[src/rtl/record_field_unpacker_if.sv]
// Bundles the record-input and field-output handshakes of record_field_unpacker.
// The unpacker connects through the slave modport and the environment through the master modport.
interface record_field_unpacker_if #(
  parameter int REC_WIDTH = 73,
  parameter int OUT_WIDTH = 32
);
  logic                 in_valid;
  logic                 in_ready;
  logic [REC_WIDTH-1:0] in_data;
  logic                 out_valid;
  logic                 out_ready;
  logic [OUT_WIDTH-1:0] out_data;
  logic [1:0]           out_field;
  logic                 out_last;

  modport slave (
    input  in_valid, in_data, out_ready,
    output in_ready, out_valid, out_data, out_field, out_last
  );

  modport master (
    output in_valid, in_data, out_ready,
    input  in_ready, out_valid, out_data, out_field, out_last
  );
endinterface

[src/rtl/record_field_unpacker.sv]
// Accepts one packed {w, x, y, z} record per handshake and streams its fields as four beats.
// Define RECORD_UNPACK_SEXT_EN to sign-extend fields to OUT_WIDTH instead of zero-extending them.
module record_field_unpacker #(
  parameter int W_WIDTH   = 32,
  parameter int X_WIDTH   = 32,
  parameter int Y_WIDTH   = 8,
  parameter int Z_WIDTH   = 1,
  parameter int OUT_WIDTH = 32,
  localparam int REC_WIDTH = W_WIDTH + X_WIDTH + Y_WIDTH + Z_WIDTH
) (
  input  logic                      clk,
  input  logic                      rst_n,
  record_field_unpacker_if.slave    bus,
  output logic [15:0]               rec_count
);

  generate
    if (OUT_WIDTH < W_WIDTH || OUT_WIDTH < X_WIDTH ||
        OUT_WIDTH < Y_WIDTH || OUT_WIDTH < Z_WIDTH) begin : g_width_check
      $error("record_field_unpacker: OUT_WIDTH must be >= every field width");
    end
  endgenerate

  typedef enum logic {IDLE, EMIT} state_t;

  state_t                 state_q, state_d;
  logic [REC_WIDTH-1:0]   hold_q, hold_d;
  logic                   out_valid_q, out_valid_d;
  logic [OUT_WIDTH-1:0]   out_data_q, out_data_d;
  logic [1:0]             out_field_q, out_field_d;
  logic                   out_last_q, out_last_d;
  logic [15:0]            rec_count_q, rec_count_d;

  logic beat_fire;
  logic last_fire;
  logic accept;

  // Slices one field out of a packed record and widens it to the output bus.
  function automatic logic [OUT_WIDTH-1:0] field_ext(input logic [REC_WIDTH-1:0] rec,
                                                     input logic [1:0]           idx);
    logic [W_WIDTH-1:0] w;
    logic [X_WIDTH-1:0] x;
    logic [Y_WIDTH-1:0] y;
    logic [Z_WIDTH-1:0] z;
    logic [OUT_WIDTH-1:0] result;
    w = rec[REC_WIDTH-1 -: W_WIDTH];
    x = rec[Y_WIDTH+Z_WIDTH +: X_WIDTH];
    y = rec[Z_WIDTH +: Y_WIDTH];
    z = rec[0 +: Z_WIDTH];
    result = '0;
    case (idx)
`ifdef RECORD_UNPACK_SEXT_EN
      2'd0:    result = OUT_WIDTH'($signed(w));
      2'd1:    result = OUT_WIDTH'($signed(x));
      2'd2:    result = OUT_WIDTH'($signed(y));
      default: result = OUT_WIDTH'($signed(z));
`else
      2'd0:    result = OUT_WIDTH'(w);
      2'd1:    result = OUT_WIDTH'(x);
      2'd2:    result = OUT_WIDTH'(y);
      default: result = OUT_WIDTH'(z);
`endif
    endcase
    return result;
  endfunction

  assign beat_fire    = out_valid_q & bus.out_ready;
  assign last_fire    = beat_fire & out_last_q;
  assign bus.in_ready = (state_q == IDLE) | last_fire;
  assign accept       = bus.in_valid & bus.in_ready;

  always_comb begin
    state_d     = state_q;
    hold_d      = hold_q;
    out_valid_d = out_valid_q;
    out_data_d  = out_data_q;
    out_field_d = out_field_q;
    out_last_d  = out_last_q;
    rec_count_d = rec_count_q;

    case (state_q)
      IDLE: begin
        if (accept) begin
          state_d     = EMIT;
          hold_d      = bus.in_data;
          out_valid_d = 1'b1;
          out_field_d = 2'd0;
          out_data_d  = field_ext(bus.in_data, 2'd0);
          out_last_d  = 1'b0;
        end
      end
      EMIT: begin
        if (beat_fire) begin
          if (out_last_q) begin
            rec_count_d = rec_count_q + 16'd1;
            // A record arriving with the last-beat handshake starts immediately, keeping 4 beats/record.
            if (accept) begin
              hold_d      = bus.in_data;
              out_field_d = 2'd0;
              out_data_d  = field_ext(bus.in_data, 2'd0);
              out_last_d  = 1'b0;
            end else begin
              state_d     = IDLE;
              out_valid_d = 1'b0;
            end
          end else begin
            out_field_d = out_field_q + 2'd1;
            out_data_d  = field_ext(hold_q, out_field_q + 2'd1);
            out_last_d  = (out_field_q == 2'd2);
          end
        end
      end
      default: begin
        state_d     = IDLE;
        out_valid_d = 1'b0;
      end
    endcase
  end

  always_ff @(posedge clk or negedge rst_n) begin
    if (!rst_n) begin
      state_q     <= IDLE;
      hold_q      <= '0;
      out_valid_q <= 1'b0;
      out_data_q  <= '0;
      out_field_q <= 2'd0;
      out_last_q  <= 1'b0;
      rec_count_q <= 16'd0;
    end else begin
      state_q     <= state_d;
      hold_q      <= hold_d;
      out_valid_q <= out_valid_d;
      out_data_q  <= out_data_d;
      out_field_q <= out_field_d;
      out_last_q  <= out_last_d;
      rec_count_q <= rec_count_d;
    end
  end

  assign bus.out_valid = out_valid_q;
  assign bus.out_data  = out_data_q;
  assign bus.out_field = out_field_q;
  assign bus.out_last  = out_last_q;
  assign rec_count     = rec_count_q;

endmodule

[src/flat_wrapper.sv]
// flat-port wrapper written by rule: the top's interface ports become plain ports
module record_field_unpacker_flat 
#(
  parameter int W_WIDTH   = 32,
  parameter int X_WIDTH   = 32,
  parameter int Y_WIDTH   = 8,
  parameter int Z_WIDTH   = 1,
  parameter int OUT_WIDTH = 32,
  localparam int REC_WIDTH = W_WIDTH + X_WIDTH + Y_WIDTH + Z_WIDTH
)
  (clk, rst_n, rec_count, bus_in_valid, bus_in_data, bus_out_ready, bus_in_ready, bus_out_valid, bus_out_data, bus_out_field, bus_out_last);
  record_field_unpacker_if #(.REC_WIDTH((73)), .OUT_WIDTH(OUT_WIDTH)) bus_i ();
  input  logic clk;
  input  logic rst_n;
  output logic [15:0] rec_count;
  input wire logic [$bits(bus_i.in_valid)-1:0] bus_in_valid;
  input wire logic [$bits(bus_i.in_data)-1:0] bus_in_data;
  input wire logic [$bits(bus_i.out_ready)-1:0] bus_out_ready;
  output wire logic [$bits(bus_i.in_ready)-1:0] bus_in_ready;
  output wire logic [$bits(bus_i.out_valid)-1:0] bus_out_valid;
  output wire logic [$bits(bus_i.out_data)-1:0] bus_out_data;
  output wire logic [$bits(bus_i.out_field)-1:0] bus_out_field;
  output wire logic [$bits(bus_i.out_last)-1:0] bus_out_last;
  assign bus_i.in_valid = bus_in_valid;
  assign bus_i.in_data = bus_in_data;
  assign bus_i.out_ready = bus_out_ready;
  assign bus_in_ready = bus_i.in_ready;
  assign bus_out_valid = bus_i.out_valid;
  assign bus_out_data = bus_i.out_data;
  assign bus_out_field = bus_i.out_field;
  assign bus_out_last = bus_i.out_last;
  record_field_unpacker #(.W_WIDTH(W_WIDTH), .X_WIDTH(X_WIDTH), .Y_WIDTH(Y_WIDTH), .Z_WIDTH(Z_WIDTH), .OUT_WIDTH(OUT_WIDTH)) u_core (.clk(clk), .rst_n(rst_n), .bus(bus_i), .rec_count(rec_count));
endmodule
[config.mk]
export PLATFORM = sky130hd
export DESIGN_NAME = record_field_unpacker_flat
export DESIGN_NICKNAME = d
export VERILOG_FILES = /design/src/rtl/record_field_unpacker_if.sv /design/src/rtl/record_field_unpacker.sv /design/src/flat_wrapper.sv
export SDC_FILE = /design/constraint.sdc
export NUM_CORES = 1
export LEC_CHECK = 0
export ABC_AREA = 1
export BUFFER_PORTS_ARGS = -buffer_cell sky130_fd_sc_hd__buf_4
export CORE_ASPECT_RATIO = 0.9
export CORE_UTILIZATION = 35
export DETAILED_ROUTE_END_ITERATION = 6
export SYNTH_ARGS = -nofsm -noshare
export SYNTH_HDL_FRONTEND = slang
export SYNTH_SLANG_ARGS = --single-unit
[constraint.sdc]
create_clock -name clk -period 2.23 [get_ports clk]
set_input_delay 0.446 -clock clk [delete_from_list [all_inputs] [get_ports clk]]
set_output_delay 0.446 -clock clk [all_outputs]
set_load 0.005 [all_outputs]
=== Word level (Yosys, flattened, before mapping) ===
Index checks and enable logic that the tools add are counted.

* Bits in registers: 126
* Bits in latches: 0
* Bits in writable memories: 0
* Memory bits (read-only): 0
* Bits of input ports: 77
* Logic and storage cells: 53
* Memories kept: 0

* Add/subtract/negate cells: 2
* $mul: 0
* Divide/modulo/power cells: 0
* Magnitude comparators: 0
* Eq/ne operators: 7
* Shift-type cells: 0
* Muxes and demuxes: 27
* Bitwise gates (word level): 5
* Reductions and logical operators: 5

{| class="wikitable"
|+ Operator list
! cell !! count
|-
| two-way mux 73 bit || 3
|-
| case mux 73 bit (2 select lines) || 1
|-
| two-way mux 32 bit || 3
|-
| case mux 32 bit (3 select lines) || 1
|-
| case mux 32 bit (2 select lines) || 1
|-
| adder 16 x 1 -> 16 bit, second input constant || 1
|-
| two-way mux 1 bit || 11
|-
| two-way mux 2 bit || 3
|-
| inequality test 2 bit, second input constant || 3
|-
| case mux 1 bit (2 select lines) || 3
|-
| equality test 2 bit, second input constant || 2
|-
| case mux 2 bit (2 select lines) || 1
|-
| AND reduction 2 bit || 2
|-
| AND reduction 4 bit || 1
|-
| bitwise AND 1 bit || 3
|-
| AND reduction 3 bit || 1
|-
| adder 2 x 1 -> 2 bit, second input constant || 1
|-
| equality test 2 x 1 -> 1 bit, second input constant || 1
|-
| logical NOT 2 bit || 1
|-
| inequality test 2 x 1 -> 1 bit, second input constant || 1
|-
| NOT 1 bit || 1
|-
| bitwise OR 1 bit || 1
|}

=== Logic depth before layout (Yosys ltp) ===
Gate-level depths: netlist of run 1.

* Depth after elaboration: 8
* Mapped depth: 9

=== Worst setup path after synthesis of run 1 ===
OpenSTA, ideal clock, no wires.

* Path kind: flip-flop to flip-flop
* From: reg u_core.out_field_q[0] (netlist: u_core.bus.out_field[0])
* To: reg u_core.out_data_q[19] (netlist: u_core.bus.out_data[19])
* Arrival: 1.398 ns
* Data required time: 2.106 ns
* Setup slack: 0.708 ns
* Cell stages (with the launch flop): 8
* Buffers on the path: 2
* Period minus slack after synthesis: 1.522 ns
* Cells stage by stage: dfrtp_1 ha_1 buf_2 inv_1 buf_1 o22ai_1 nand2_1 nand3_1

* Word-level cells in the longest chain between the ends: 6
* Elaborated cells between the ends (all ways): 8

{| class="wikitable"
|+ RTL lines
! item !! RTL line !! text
|-
| from (decl) || record_field_unpacker.sv:30 || <nowiki>logic [1:0] out_field_q, out_field_d;</nowiki>
|-
| from (signal assigned) || record_field_unpacker.sv:134 || <nowiki>out_field_q <= out_field_d;</nowiki>
|-
| adder 2 x 1 -> 2 bit * || record_field_unpacker.sv:108 || <nowiki>out_data_d = field_ext(hold_q, out_field_q + 2'd1);</nowiki>
|-
| equality test 2 bit (tied with other cells) || record_field_unpacker.sv:51 || <nowiki>case (idx)</nowiki>
|-
| case mux 32 bit (3 select lines) * || record_field_unpacker.sv:51 ||
|-
| two-way mux 32 bit * || record_field_unpacker.sv:94 || <nowiki>if (out_last_q) begin</nowiki>
|-
| two-way mux 32 bit * || record_field_unpacker.sv:93 || <nowiki>if (beat_fire) begin</nowiki>
|-
| case mux 32 bit (2 select lines) * || record_field_unpacker.sv:81 || <nowiki>case (state_q)</nowiki>
|-
| to (signal assigned) || record_field_unpacker.sv:133 || <nowiki>out_data_q <= out_data_d;</nowiki>
|-
| to (decl) || record_field_unpacker.sv:29 || <nowiki>logic [OUT_WIDTH-1:0] out_data_q, out_data_d;</nowiki>
|}

Every way passes the cells marked *; elsewhere a longest branch is shown, timed or not. The select of a mux whose other input is x is not followed.
A chain may end at the register's enable or synchronous reset.

=== Worst setup path in the final report of run 1 ===
* From: reg u_core.out_last_q (netlist: u_core.bus.out_last)
* To: out bus_in_ready

* Word-level cells in the longest chain between the ends: 2

{| class="wikitable"
|+ RTL lines
! item !! RTL line !! text
|-
| from (decl) || record_field_unpacker.sv:31 || <nowiki>logic out_last_q, out_last_d;</nowiki>
|-
| from (signal assigned) || record_field_unpacker.sv:135 || <nowiki>out_last_q <= out_last_d;</nowiki>
|-
| bitwise AND 1 bit || record_field_unpacker.sv:68 || <nowiki>assign last_fire = beat_fire & out_last_q;</nowiki>
|-
| bitwise OR 1 bit || record_field_unpacker.sv:69 || <nowiki>assign bus.in_ready = (state_q == IDLE) | last_fire;</nowiki>
|-
| to (decl) || flat_wrapper.sv:19 || <nowiki>output wire logic [$bits(bus_i.in_ready)-1:0] bus_in_ready;</nowiki>
|}

Every way passes these cells.

==> results of run 1 <==
[worst reg2reg max path, cell delays in order, from the launching register on]
cell	delay, ps
dfrtp_1	420
inv_1	130
ha_1	430
inv_1	80
buf_4	230
o22ai_1	210
nand2_1	60
nand3_1	90
[layout by cell type (no fill, tap or decap)]
cell type,synthesis,final
a21oi_1,1,1
a21oi_2,1,1
buf_12,0,4
buf_4,5,133
buf_6,7,1
bufinv_16,0,5
clkbuf_16,0,17
clkbuf_8,0,5
clkinv_2,0,1
clkinvlp_4,0,4
dfrtp_1,126,126
dlygate4sd3_1,0,1
ha_1,6,6
inv_1,64,64
inv_2,3,2
nand2_1,286,286
nand2_2,3,3
nand2_4,4,4
nand3_1,43,43
nand3_2,1,1
nand3b_1,1,1
nand4_1,4,4
nor2_1,13,13
nor2_2,2,2
nor2_4,1,1
o21ai_0,34,34
o21ai_1,20,20
o21ai_2,1,1
o22ai_1,22,22
xnor2_1,7,7
xor2_1,4,4
[worst max-delay path by stage]
stage,end,depth (start not counted)
5_1_grt,u_core.bus.out_data[9]$_DFFE_PN0N_,7
2_1_floorplan,u_core.bus.out_data[19]$_DFFE_PN0N_,7
3_3_place_gp,u_core.bus.out_data[10]$_DFFE_PN0N_,7
6_report,bus_in_ready,5
4_1_cts,bus_in_ready,5
3_5_place_dp,u_core.bus.out_data[30]$_DFFE_PN0N_,7
[power by group through the flow]
stage,Combinational (uW),Sequential [uW],Clock (uW)
4_1_cts,3030,3680,3180
3_5_place_dp,3000,3700,0
2_1_floorplan,1930,3620,0
3_3_place_gp,2950,3700,0
6_report,2960,3680,3110
5_1_grt,3410,3790,3260
[through the flow]
step | worst slack (ps) | hold slack, ps | area, um^2
5_1_grt | 275 | 220 | 7500
4_1_cts | 398 | 207 | 7500
2_1_floorplan | 708 | 150 | 5670
3_5_place_dp | 513 | 371 | 6820
6_report | 429 | 225 | 7500
3_3_place_gp | 575 | 370 | 6820
[sequential cells by signal, summed over array words and instances, names as in the netlist]
register / flops
u_core.bus.out_last: 1
u_core.bus.out_field: 2
u_core.bus.out_valid: 1
u_core.hold_q: 73
u_core.rec_count: 16
u_core.state_q: 1
u_core.bus.out_data: 32
[cell type report]
class | count | area (um^2)
Fill cell | 1526 | 8100
Multi-Input combinational cell | 454 | 2070
Inverter | 67 | 253
Clock inverter | 9 | 180
Clock buffer | 22 | 494
Timing Repair Buffer | 139 | 1100
Sequential cell | 126 | 3150
Tap cell | 202 | 253
[per-layer routing]
layer  global-route usage  vias up  share of wire
met5                    0        -              0
met4               0.0500        0         0.0050
met3               0.0541        5          0.054
met2                0.258      112           0.44
met1                0.251     2160           0.50
li1                     -     2377              -
[kinds of logic after synthesis]
logic type / after synthesis / share of synthesized area
AOI/OAI and AO/OA: 79 / 0.0759
adders and majority gates: 6 / 0.0132
buffers and inverters: 95 / 0.0788
xor gates and xnor gates: 11 / 0.0170
and+or+nand+nor: 358 / 0.259
DFF: 126 / 0.556
==> out/metrics.csv, run 1 <==
metric;value;unit
p_sw;3120;uW
start_kind;flop;
wire_per_inst;13.4;um
cts_sinks;126;
min_to;u_core.hold_q[10]$_DFFE_PN0P_;
worstSetupPathType;reg2out;
hold_viol;0;
tns;0;ps
coreArea;0.0156;mm^2
numCtsBuffers;17;
dp_hpwl;9070;um
die-height;123;um
cts_repair_resize_count;0;
final_cell_count_no_fill;1019;
outcome;finished clean;
cp_common_cell;nand2_4;
cp-startpoint;u_core.bus.out_last$_DFFE_PN0P_;
synth.yosys.seq_area_share;0.556;
synthFlopType;dfrtp_1;
rsz0062_at_grt;false;
antenna_found_initial;0;
reg2reg_depth;7;
tightest_slew;416;ps
slowest_delay;390;ps
combPwrFrac;0.304;
post_cts_buffers;0;
critPathTopFamily;flip-flops;
cts.hold.buffers_added;1;
cp.required;1780;ps
p_int;6630;uW
seqPwrFrac;0.377;
grt.total_usage;0.177;
cp.arrival;1360;ps
clock_power_share;0.319;
layout-drive-gt1-share;0.226;
worstReg2RegStart;u_core.bus.out_field[0]$_DFFE_PN0N_;
slew_violations;0;
power_density;1300;mW/mm^2
drtIter0Drc;259;
synth-seq-cells;126;
final_nets;888;
diodes;0;
clk_pin_slew;50;ps
yosysWarnings;0;
clk_latency;410;ps
synth_common_cells;286 x nand2_1, 126 x dfrtp_1, 64 x inv_1;
swShare;0.320;
cp.buffers_inverters;3;
clock-root-buffer;clkbuf_16;
avgViaCountPerCell;4.57;
placed_cells;987;
htree_levels;4;
fmax;555;MHz
synth_area_leader_cell;dfrtp_1;
cts_buffer_depth;2;
async_reset_ff_frac;1.00;
row_count;43;
avgSynthCellArea;8.40;um^2
overflow;0;
synth_area_leaders;dfrtp_1 56%, nand2_1 19%, inv_1 4.2%;
synth_cells;675;
yosysUniqueCellTypes;28;
setup_violations;0;
r2r_setup_slack;500;ps
ant_nets;0;
p_leak;0.00389;uW
drt_drc_violations_left;0;
routed_wl;13700;um
grt_max_degree;66;
end_kind;primary output;
period_minus_slack;1800;ps
synth_edf_count;0;
hp-class;in2reg;
synth_top_area_frac;0.556;
vias;4654;
first_pass_iters;4;
cp_max_fo;8;
start_util;0.363;
min_from;bus_in_data[10];
max_cap_viol_count;0;
io_pins;130;
cts_tree;done;
grt_pass1_wl;22500;um
hold_depth;3;
crit_chain;inv_1, nand2_4, nand2_4, inv_2, buf_4;
die-area;0.0167;mm^2
synth_most_common_cell;nand2_1;
final_util;0.481;
peakVddDrop;0.619;mV
finalWeightedCongestion;0.795;
synth.cell_area;0.00567;mm^2
power;9750;uW
io_buffers;129;
fp.dieW;136;um
max-slew-margin-rel;0.723;
fin_crit_sh;0.808;
grt_pass1_vias;4426;
slowest_stage;dfrtp_1;
reg2reg_to;u_core.bus.out_data[31]$_DFFE_PN0N_;
skew;9.28;ps
synth_fp_nets;758;
area_growth;32.3;%
No activity file was read; power rests on OpenSTA's default activity.
==> inputs of run 2 (changes only) <==
--- a/config.mk
+++ b/config.mk
@@ -5,7 +5,7 @@
 export SDC_FILE = /design/constraint.sdc
 export NUM_CORES = 1
 export LEC_CHECK = 0
-export ABC_AREA = 1
+export ABC_AREA = 0
 export BUFFER_PORTS_ARGS = -buffer_cell sky130_fd_sc_hd__buf_4
 export CORE_ASPECT_RATIO = 0.9
 export CORE_UTILIZATION = 35
==> constraint.sdc (replaced) <==
create_clock -name clk -period 1.65 [get_ports clk]
set_input_delay 0.33 -clock clk [delete_from_list [all_inputs] [get_ports clk]]
set_output_delay 0.33 -clock clk [all_outputs]
set_load 0.005 [all_outputs]
==> out/metrics.csv, run 2 <==
metric;value;unit;change
wire_per_inst;18.9;um;+40%
met3_usage;0.0672;;+0.0131
synth_common_cells;126 x dfrtp_1, 38 x mux2_1, 36 x mux2_2;;
outcome;finished, violations left;;
skew;6.03;ps;-3.26 ps
routed_wl;15800;um;+15%
setup_violations;21;;+21
fmax;581;MHz;
synth_most_common_cell;dfrtp_1;;
cp.arrival;2010;ps;+650 ps
hp-class;in2reg;;
drtIter0Drc;228;;-12%
numCtsBuffers;17;;unchanged
synth_cells;450;;-33%
dp_hpwl;10300;um;+14%
fin_ws;-70.4;ps;-499 ps
coreArea;0.0157;mm^2;+0.34%
ant_nets;0;;unchanged
start_kind;flop;;
io_pins;130;;unchanged
peakVddDrop;0.829;mV;+34%
power_density;1410;mW/mm^2;+8.3%
layout-drive-gt1-share;0.464;;+0.237
reg2reg_to;u_core.bus.out_data[12]$_DFFE_PN0N_;;
hold_viol;0;;unchanged
max_cap_viol_count;0;;unchanged
yosysWarnings;0;;unchanged
area_growth;43.4;%;
die-height;123;um;+0.22%
first_pass_iters;4;;unchanged
synth_top_area_frac;0.554;;-0.00244
met2_usage;0.308;;+0.0498
crit_chain;ha_2, buf_12, a22o_4, a211oi_4, o21ai_0, o2bb2ai_1;;
p_leak;0.00369;uW;-5.2%
die-area;0.0168;mm^2;+0.43%
end_kind;flop;;
overflow;0;;unchanged
synthFlopType;dfrtp_1;;
synth_edf_count;0;;unchanged
clk_pin_slew;60;ps;about the same
max-slew-margin-rel;0.582;;-0.141
layout_commonest_cell;buf_4;;
min_from;bus_in_data[36];;
diodes;0;;unchanged
design_area;0.00817;mm^2;+8.8%
rsz0062_at_grt;true;;
htree_levels;4;;unchanged
critPathTopFamily;compound AO/OA/AOI/OAI gates;;
placed_cells;792;;-20%
tightest_slew;627;ps;+211 ps
clk_latency;410;ps;about the same
mostFrequentLayoutCells;171 x buf_4, 122 x dfrtp_1, 38 x mux2_1;;
period_minus_slack;1720;ps;
vias;4433;;-4.7%
avgSynthCellArea;12.7;um^2;+51%
final_nets;704;;-21%
cp.required;1940;ps;+160 ps
grt_pass1_wl;24400;um;+8.5%
drt_drc_violations_left;0;;unchanged
clock-root-buffer;clkbuf_16;;
min_to;u_core.hold_q[36]$_DFFE_PN0P_;;
cts_tree;done;;
async_reset_ff_frac;1.00;;unchanged
slowest_stage;dfrtp_2;;
synth_area_leaders;dfrtp_1 55%, mux2_1 7.5%, mux2_2 7.1%;;
cts_sinks;126;;unchanged
finalWeightedCongestion;0.788;;-0.88%
io_buffers;129;;unchanged
synth.cell_area;0.00569;mm^2;+0.44%
grt.total_usage;0.192;;+0.0156
fin_crit_sh;1.04;;
cp.buffers_inverters;1;;-2
worstSetupPathType;reg2reg;;
grt_max_degree;77;;+17%
fp.dieW;136;um;+0.22%
cts_buffer_depth;2;;unchanged
slew_violations;0;;unchanged
synth_area_leader_cell;dfrtp_1;;
start_util;0.364;;about the same
grt_pass1_vias;4683;;+5.8%
use_met1;0.247;;-0.00422
antenna_found_initial;0;;unchanged
violations;setup timing;;
largest_reg_flops;73;;unchanged
hold_depth;2;;-1
slowest_delay;440;ps;+50 ps
largest-register;u_core.hold_q;;
reg2reg_depth;6;;-1
synth.yosys.seq_area_share;0.554;;-0.00244
synth-seq-cells;126;;unchanged
worstReg2RegStart;u_core.bus.out_field[0]$_DFFE_PN0N_;;
yosysUniqueCellTypes;40;;+43%
avgViaCountPerCell;5.30;;+16%
placed_cell_area;0.00730;mm^2;+7.1%
cp_max_fo;25;;+17
synth_fp_nets;533;;-30%
tns;-692;ps;-692 ps
r2r_setup_slack;-70;ps;-570 ps
busiest_layer;met2;;
row_count;43;;unchanged
final_cell_count_no_fill;836;;-18%
run 2: changes by cell type after synthesis, sizes merged, moves of 10 or more:
cell | previous run | this run
nand2 | 293 | 11
mux2 | 0 | 74
inv | 67 | 5
nand3 | 44 | 7
o21ai | 55 | 26
a22o | 0 | 22
o22ai | 22 | 0
a211oi | 0 | 21
o2bb2ai | 0 | 21
a21oi | 2 | 22
clkbuf | 8 | 23
a221o | 0 | 10
run 2: metal layers:
| layer | wire, um | vias to the layer above | share of wire |
|---|---|---|---|
| met5 | 0 | - | 0 |
| met4 | 174 | 0 | 0.011 |
| li1 | - | 2034 | - |
| met3 | 1200 | 15 | 0.076 |
| met1 | 6980 | 2239 | 0.44 |
| met2 | 7410 | 145 | 0.47 |
run 2: stage by stage:
stage / util / hold WS [ps] / setup slack [ps] / total power, uW
finish: 0.522 / 141 / -70.4 / 11500
global route: 0.522 / 124 / -139 / 12100
CTS: 0.508 / 123 / -66.1 / 11300
detailed placement: 0.467 / 135 / -83.8 / 7490
global placement: 0.467 / 136 / -56.9 / 7370
floorplan: - / 34.4 / -37.5 / 5910
run 2: cell type report:
class | count | area (um^2)
Sequential cell | 126 | 3160
Inverter | 5 | 21.3
Clock buffer | 21 | 450
Clock inverter | 11 | 141
Tap cell | 202 | 253
Multi-Input combinational cell | 285 | 2570
Fill cell | 1328 | 7490
Timing Repair Buffer | 186 | 1570
run 2: where the power goes:
group	total, uW	switching, uW	internal [uW]
Sequential	4580	607	3970
Combinational	3180	1260	1910
Clock	3730	1330	2400
run 2: worst register-to-register path: stages (launching register included):
cell	delay (ps)
dfrtp_2	440
ha_2	240
buf_12	170
a22o_4	260
a211oi_4	250
o21ai_0	100
o2bb2ai_1	140
run 2: timing repair:
action / 4_1_cts / 5_1_grt
cloned: 0 / 3
hold buffers: 1 / 0
endpoints found under the hold margin: 90 / 0
pin swaps: 10 / 11
setup endpoints to repair: 33 / 34
gates resized for setup: 5 / 27
setup buffers: 4 / 4
run 2: cells by family after synthesis:
| logic type | after synthesis | synth area share |
|---|---|---|
| AOI/OAI and AO/OA | 137 | 0.178 |
| xor gates and xnor gates | 16 | 0.0246 |
| adders and majority gates | 6 | 0.0132 |
| buffers and inverters | 39 | 0.0358 |
| DFF | 126 | 0.554 |
| muxes | 75 | 0.148 |
| and+or+nand+nor | 51 | 0.0466 |
run 2: worst max-delay path by stage:
stage | from | to | slack, ps | cells after the start
2_1_floorplan | u_core.bus.out_field[1]$_DFFE_PN0N_ | u_core.bus.out_data[0]$_DFFE_PN0N_ | -40 | 7
3_5_place_dp | u_core.bus.out_field[1]$_DFFE_PN0N_ | u_core.bus.out_data[12]$_DFFE_PN0N_ | -80 | 7
3_3_place_gp | u_core.bus.out_field[1]$_DFFE_PN0N_ | u_core.bus.out_data[0]$_DFFE_PN0N_ | -60 | 6
5_1_grt | u_core.bus.out_field[0]$_DFFE_PN0N_ | u_core.bus.out_data[19]$_DFFE_PN0N_ | -140 | 6
4_1_cts | u_core.bus.out_field[0]$_DFFE_PN0N_ | u_core.bus.out_data[12]$_DFFE_PN0N_ | -70 | 7
6_report | u_core.bus.out_field[0]$_DFFE_PN0N_ | u_core.bus.out_data[12]$_DFFE_PN0N_ | -70 | 6
